--- config.mk ---
export PLATFORM = sky130hd
export DESIGN_NAME = seq_multiplier
export DESIGN_NICKNAME = d
export VERILOG_FILES = /design/src/rtl/seq_multiplier.sv
export SDC_FILE = /design/constraint.sdc
export NUM_CORES = 1
export LEC_CHECK = 0
export CORE_UTILIZATION = 52
export DETAILED_ROUTE_END_ITERATION = 10
export PLACE_DENSITY = 0.8
export SKIP_LAST_GASP = 1
export SLEW_MARGIN = 20
export SYNTH_ARGS = -nofsm -noshare
export SYNTH_HDL_FRONTEND = slang
export SYNTH_SLANG_ARGS = --single-unit
--- constraint.sdc ---
create_clock -name clk -period 2.3 [get_ports clk]
set_input_delay 0.23 -clock clk [delete_from_list [all_inputs] [get_ports clk]]
set_output_delay 0.23 -clock clk [all_outputs]
set_load 0.02 [all_outputs]
--- src/rtl/seq_multiplier.sv ---
// Sequential shift-and-add multiplier with signed/unsigned mode,
// early termination on a zero multiplier and a busy/done handshake.
module seq_multiplier #(
  parameter int WIDTH = 8
) (
  input  logic               clk,
  input  logic               reset,
  input  logic               start,
  input  logic               signed_mode,
  input  logic [WIDTH-1:0]   x,
  input  logic [WIDTH-1:0]   y,
  output logic [2*WIDTH-1:0] product,
  output logic               busy,
  output logic               done
);

  localparam int CW = $clog2(WIDTH + 1);

  typedef enum logic [1:0] {
    IDLE,
    BUSY,
    FINISH
  } state_t;

  state_t state;
  state_t state_nxt;

  logic [2*WIDTH-1:0] mcand;
  logic [2*WIDTH-1:0] acc;
  logic [WIDTH-1:0]   mplier;
  logic [CW-1:0]      count;
  logic               neg;

  logic               x_neg;
  logic               y_neg;
  logic [WIDTH-1:0]   x_abs;
  logic [WIDTH-1:0]   y_abs;
  logic               load;
  logic               step;

  // |min| = 2^(WIDTH-1) still fits as an unsigned WIDTH-bit value
  assign x_neg = signed_mode & x[WIDTH-1];
  assign y_neg = signed_mode & y[WIDTH-1];
  assign x_abs = x_neg ? WIDTH'(-x) : x;
  assign y_abs = y_neg ? WIDTH'(-y) : y;

  assign busy = (state != IDLE);

  always_ff @(posedge clk or posedge reset) begin
    if (reset) begin
      state <= IDLE;
    end else begin
      state <= state_nxt;
    end
  end

  always_comb begin
    state_nxt = state;
    load      = 1'b0;
    step      = 1'b0;
    unique case (state)
      IDLE: begin
        if (start) begin
          load      = 1'b1;
          state_nxt = BUSY;
        end
      end
      BUSY: begin
        if (mplier != '0 && count < CW'(WIDTH)) begin
          step = 1'b1;
        end else begin
          state_nxt = FINISH;
        end
      end
      FINISH: begin
        state_nxt = IDLE;
      end
      default: begin
        state_nxt = IDLE;
      end
    endcase
  end

  always_ff @(posedge clk or posedge reset) begin
    if (reset) begin
      mcand   <= '0;
      acc     <= '0;
      mplier  <= '0;
      count   <= '0;
      neg     <= 1'b0;
      product <= '0;
      done    <= 1'b0;
    end else begin
      done <= (state == FINISH);
      if (load) begin
        mcand  <= {{WIDTH{1'b0}}, x_abs};
        mplier <= y_abs;
        acc    <= '0;
        count  <= '0;
        neg    <= x_neg ^ y_neg;
      end
      if (step) begin
        if (mplier[0]) begin
          acc <= acc + mcand;
        end
        mplier <= mplier >> 1;
        mcand  <= mcand << 1;
        count  <= count + CW'(1);
      end
      if (state == FINISH) begin
        product <= neg ? (2*WIDTH)'(-acc) : acc;
      end
    end
  end

endmodule

==> results of run 1 <==
[what timing repair did]
item / in CTS / in global routing
endpoints found under the hold margin: 0 / 0
resized for setup: 1 / 4
setup endpoints to repair: 2 / 4
pin swaps: 0 / 3
[cells in the final DEF (no fill, tap or decap), types with 4 or more instances in the layout]
cell type / instances
nand2_1: 83
ha_1: 19
o21ai_0: 56
o31ai_1: 6
a21oi_1: 23
dfrtp_1: 64
or3_1: 5
mux2i_1: 4
o211ai_1: 4
clkbuf_8: 11
a31oi_1: 5
a221o_1: 9
nor2_1: 18
a211oi_1: 4
nor3_1: 11
xor2_1: 18
inv_1: 12
clkdlybuf4s50_1: 37
nand2b_1: 5
a22oi_1: 4
buf_4: 9
xnor2_1: 11
nand3_1: 7
[cell families (layout without fill, tap and decap cells)]
kind of cell | count (synthesis) | in the layout
fa+ha+maj | 20 | 20
xor+xnor | 29 | 29
flops | 64 | 64
compound gates | 130 | 130
buf+inv | 29 | 75
mux | 6 | 6
simple gates | 146 | 146
[per-layer routing]
layer	vias up	GRT usage, %	share of wire [%]
met4	0	11.18	1.9
met1	1583	29.33	43
met5	-	0	0
li1	1610	-	-
met3	17	3.487	5.3
met2	124	40.41	49
[through the flow]
stage	hold slack (ps)	power [mW]	setup TNS, ps
4_1_cts	279.6	6.225	-0.7792
3_5_place_dp	470.2	5.137	-16.74
6_report	242.0	6.241	0
2_1_floorplan	358.1	4.272	0
3_3_place_gp	460.2	4.985	0
5_1_grt	284.8	6.747	-40.82
[sequential cells by signal (all words and copies together) (netlist names)]
register  count
product      16
neg           1
state         2
acc          16
mplier        8
done          1
count         4
mcand        16
[area by class of cell]
cell class | instances | area share [%]
clock buffers | 12 | 3.418
clock inverters | 3 | 1.433
inverters | 13 | 1.075
multi-input cells | 331 | 46.06
flip-flops and latches | 64 | 35.28
well taps | 96 | 2.646
repair buffers | 47 | 10.09
[critical path, stage by stage, from the launching register on]
cell and delay (ps):
dfrtp_1 410, ha_1 250, fa_1 410, a211oi_2 260, o21bai_2 130, o2111ai_2 240
a311oi_1 140, xnor2_1 140, o21ai_0 140
[power by group through the flow]
stage	registers (mW)	clock network, mW	logic [mW]
5_1_grt	2.13	1.13	3.48
2_1_floorplan	2.08	0	2.19
3_3_place_gp	2.05	0	2.94
3_5_place_dp	2.08	0	3.06
4_1_cts	2.06	1.09	3.07
6_report	2.07	1.08	3.09
[worst paths after layout]
check | to | slack, ps | cells past startpoint
max in group asynchronous | product[9] | 1730 | 3
min | done | 240 | 3
min reg2reg | product[8] | 470 | 2
min in group clk | product[8] | 470 | 2
max | acc[12] | 120 | 8
max reg2reg | acc[12] | 120 | 8
==> results.toml, run 1 <==
[timing]
period_share_pct = 94.93
hold_viol_final = 0
setup_viol = 0
fin_crit_ps = 2183
timing.fmax_ghz = 0.4580
report.final.slew_viol_count = 0
worst_pin_slew_ps = 580.0
setup_slack_ps = 116.6
skew_ps = 6.810
slew_headroom_pct = 61.34

[routing]
drc_errors = 0
post_drt_via_cell_ratio = 5.890
firstDrtPassIters = 4
finalWirelength_mm = 8.086
ant_nets = 0
routedWlPerCell_um = 14.29
vias = 3334
drt_iter0_drc = 270

[die]
coreArea_um2 = 6944
rows = 30
io_pins = 38
start_util_pct = 54.83
die_x_um = 87.57
die_y_um = 87.57
die_area_um2 = 7669

[cts]
postCtsSetupRepairBufs = 0
cts_hold_buf = 0
clock_path_buffers = 2
clk_pin_slew_worst_paths_ps = 70
cts_root_buf = "clkbuf_8"
cts.sinks = 64
cts_buffers = 9
cts_tree = "yes"
cts_max_level = 3
clk_latency_ps = 350

[power_and_ir_drop]
power.share.combinational_pct = 49.6
ir_worst_vdd_mv = 0.6631
switching_share_pct = 42.47
seqPwrFrac_pct = 33.1
power.share.clock_pct = 17.3
p_int_mw = 3.590
p_leak_nw = 2.008
p_per_area_nw_per_um2 = 1375
power.switching_mw = 2.651

[logic_synthesis]
syn_inst = 424
async_reset_ff_share_pct = 100.0
synth_ff_type = "dfrtp_1"
synthDistinctLibCells = 55
synthAdderAreaFrac_pct = 6.770
synth_compound_area_share_pct = 21.52
synth_xor_area_share_pct = 6.671
ys_top_cells_by_area = "dfrtp_1 (42%), nand2_1 (8.2%), o21ai_0 (7.5%)"
synth_seq_cells = 64
ys_warn_count = 0
synth_common_cells = "nand2_1 (83), dfrtp_1 (64), o21ai_0 (57)"
synth_enable_flop_cells = 0
synth_top_area_share_pct = 42.06
syn-num-nets = 464
synth_most_common_cell = "nand2_1"
yosysTopAreaCell = "dfrtp_1"
avgSynthCellArea_um2 = 8.980
syn_area_um2 = 3807
yosys.area_share.simple_pct = 17.91
ys_seq_area_share_pct = 42.06
synthMuxAreaShare_pct = 1.643
synth_top_family_by_area = "compound AO/OA/AOI/OAI gates"

[grt]
gr-total-overflow = 0
grt_pass1_vias = 3097
grtUsageTotal_pct = 23.55
grt_max_degree = 65
antenna_found_initial = 0
grt_first_pass_wirelength_mm = 13.84

[worst_setup_path]
path_class = "reg2reg"
crit_required_ps = 2570
critPathLaunch = "mcand[0]"
r2r_start = "mcand[0]"
critPathCaptureType = "register"
critPathMaxFanout = 3
crit_arrival_ps = 2450
worstSetupStartpointType = "register"

[placement]
post_dp_cell_area_um2 = 4304
gp_congestion = 0.8788
io_buffers = 37
dpl.hpwl_mm = 5.849
dp.cells = 551
dp_slack_ps = -15.01

[final_layout]
multi_input_area_um2 = 2091
nNetsFinal = 506
stdcell_area_um2 = 4539
fillCellCount = 583
seq_area_um2 = 1602
fin_util_pct = 65.37
antenna_cells = 0
drive_above_1_share_pct = 8.085
area_delta_synth_final_pct = 19.22
stdcell_count = 566

[outcome]
status = "completed"

[flow_run]
maxCapViolCount = 0

[hold_path]
hp-class = "in2async"
Power figures use the tool's default switching activity.
==> inputs of run 2 (changes only) <==
--- a/config.mk
+++ b/config.mk
@@ -5,11 +5,12 @@
 export SDC_FILE = /design/constraint.sdc
 export NUM_CORES = 1
 export LEC_CHECK = 0
+export CAP_MARGIN = 15
 export CORE_UTILIZATION = 52
 export DETAILED_ROUTE_END_ITERATION = 10
 export PLACE_DENSITY = 0.8
 export SKIP_LAST_GASP = 1
-export SLEW_MARGIN = 20
+export SLEW_MARGIN = 10
 export SYNTH_ARGS = -nofsm -noshare
 export SYNTH_HDL_FRONTEND = slang
 export SYNTH_SLANG_ARGS = --single-unit
==> results of run 2 <==
The final DEF is identical to that of run 1; final timing and power are the same.
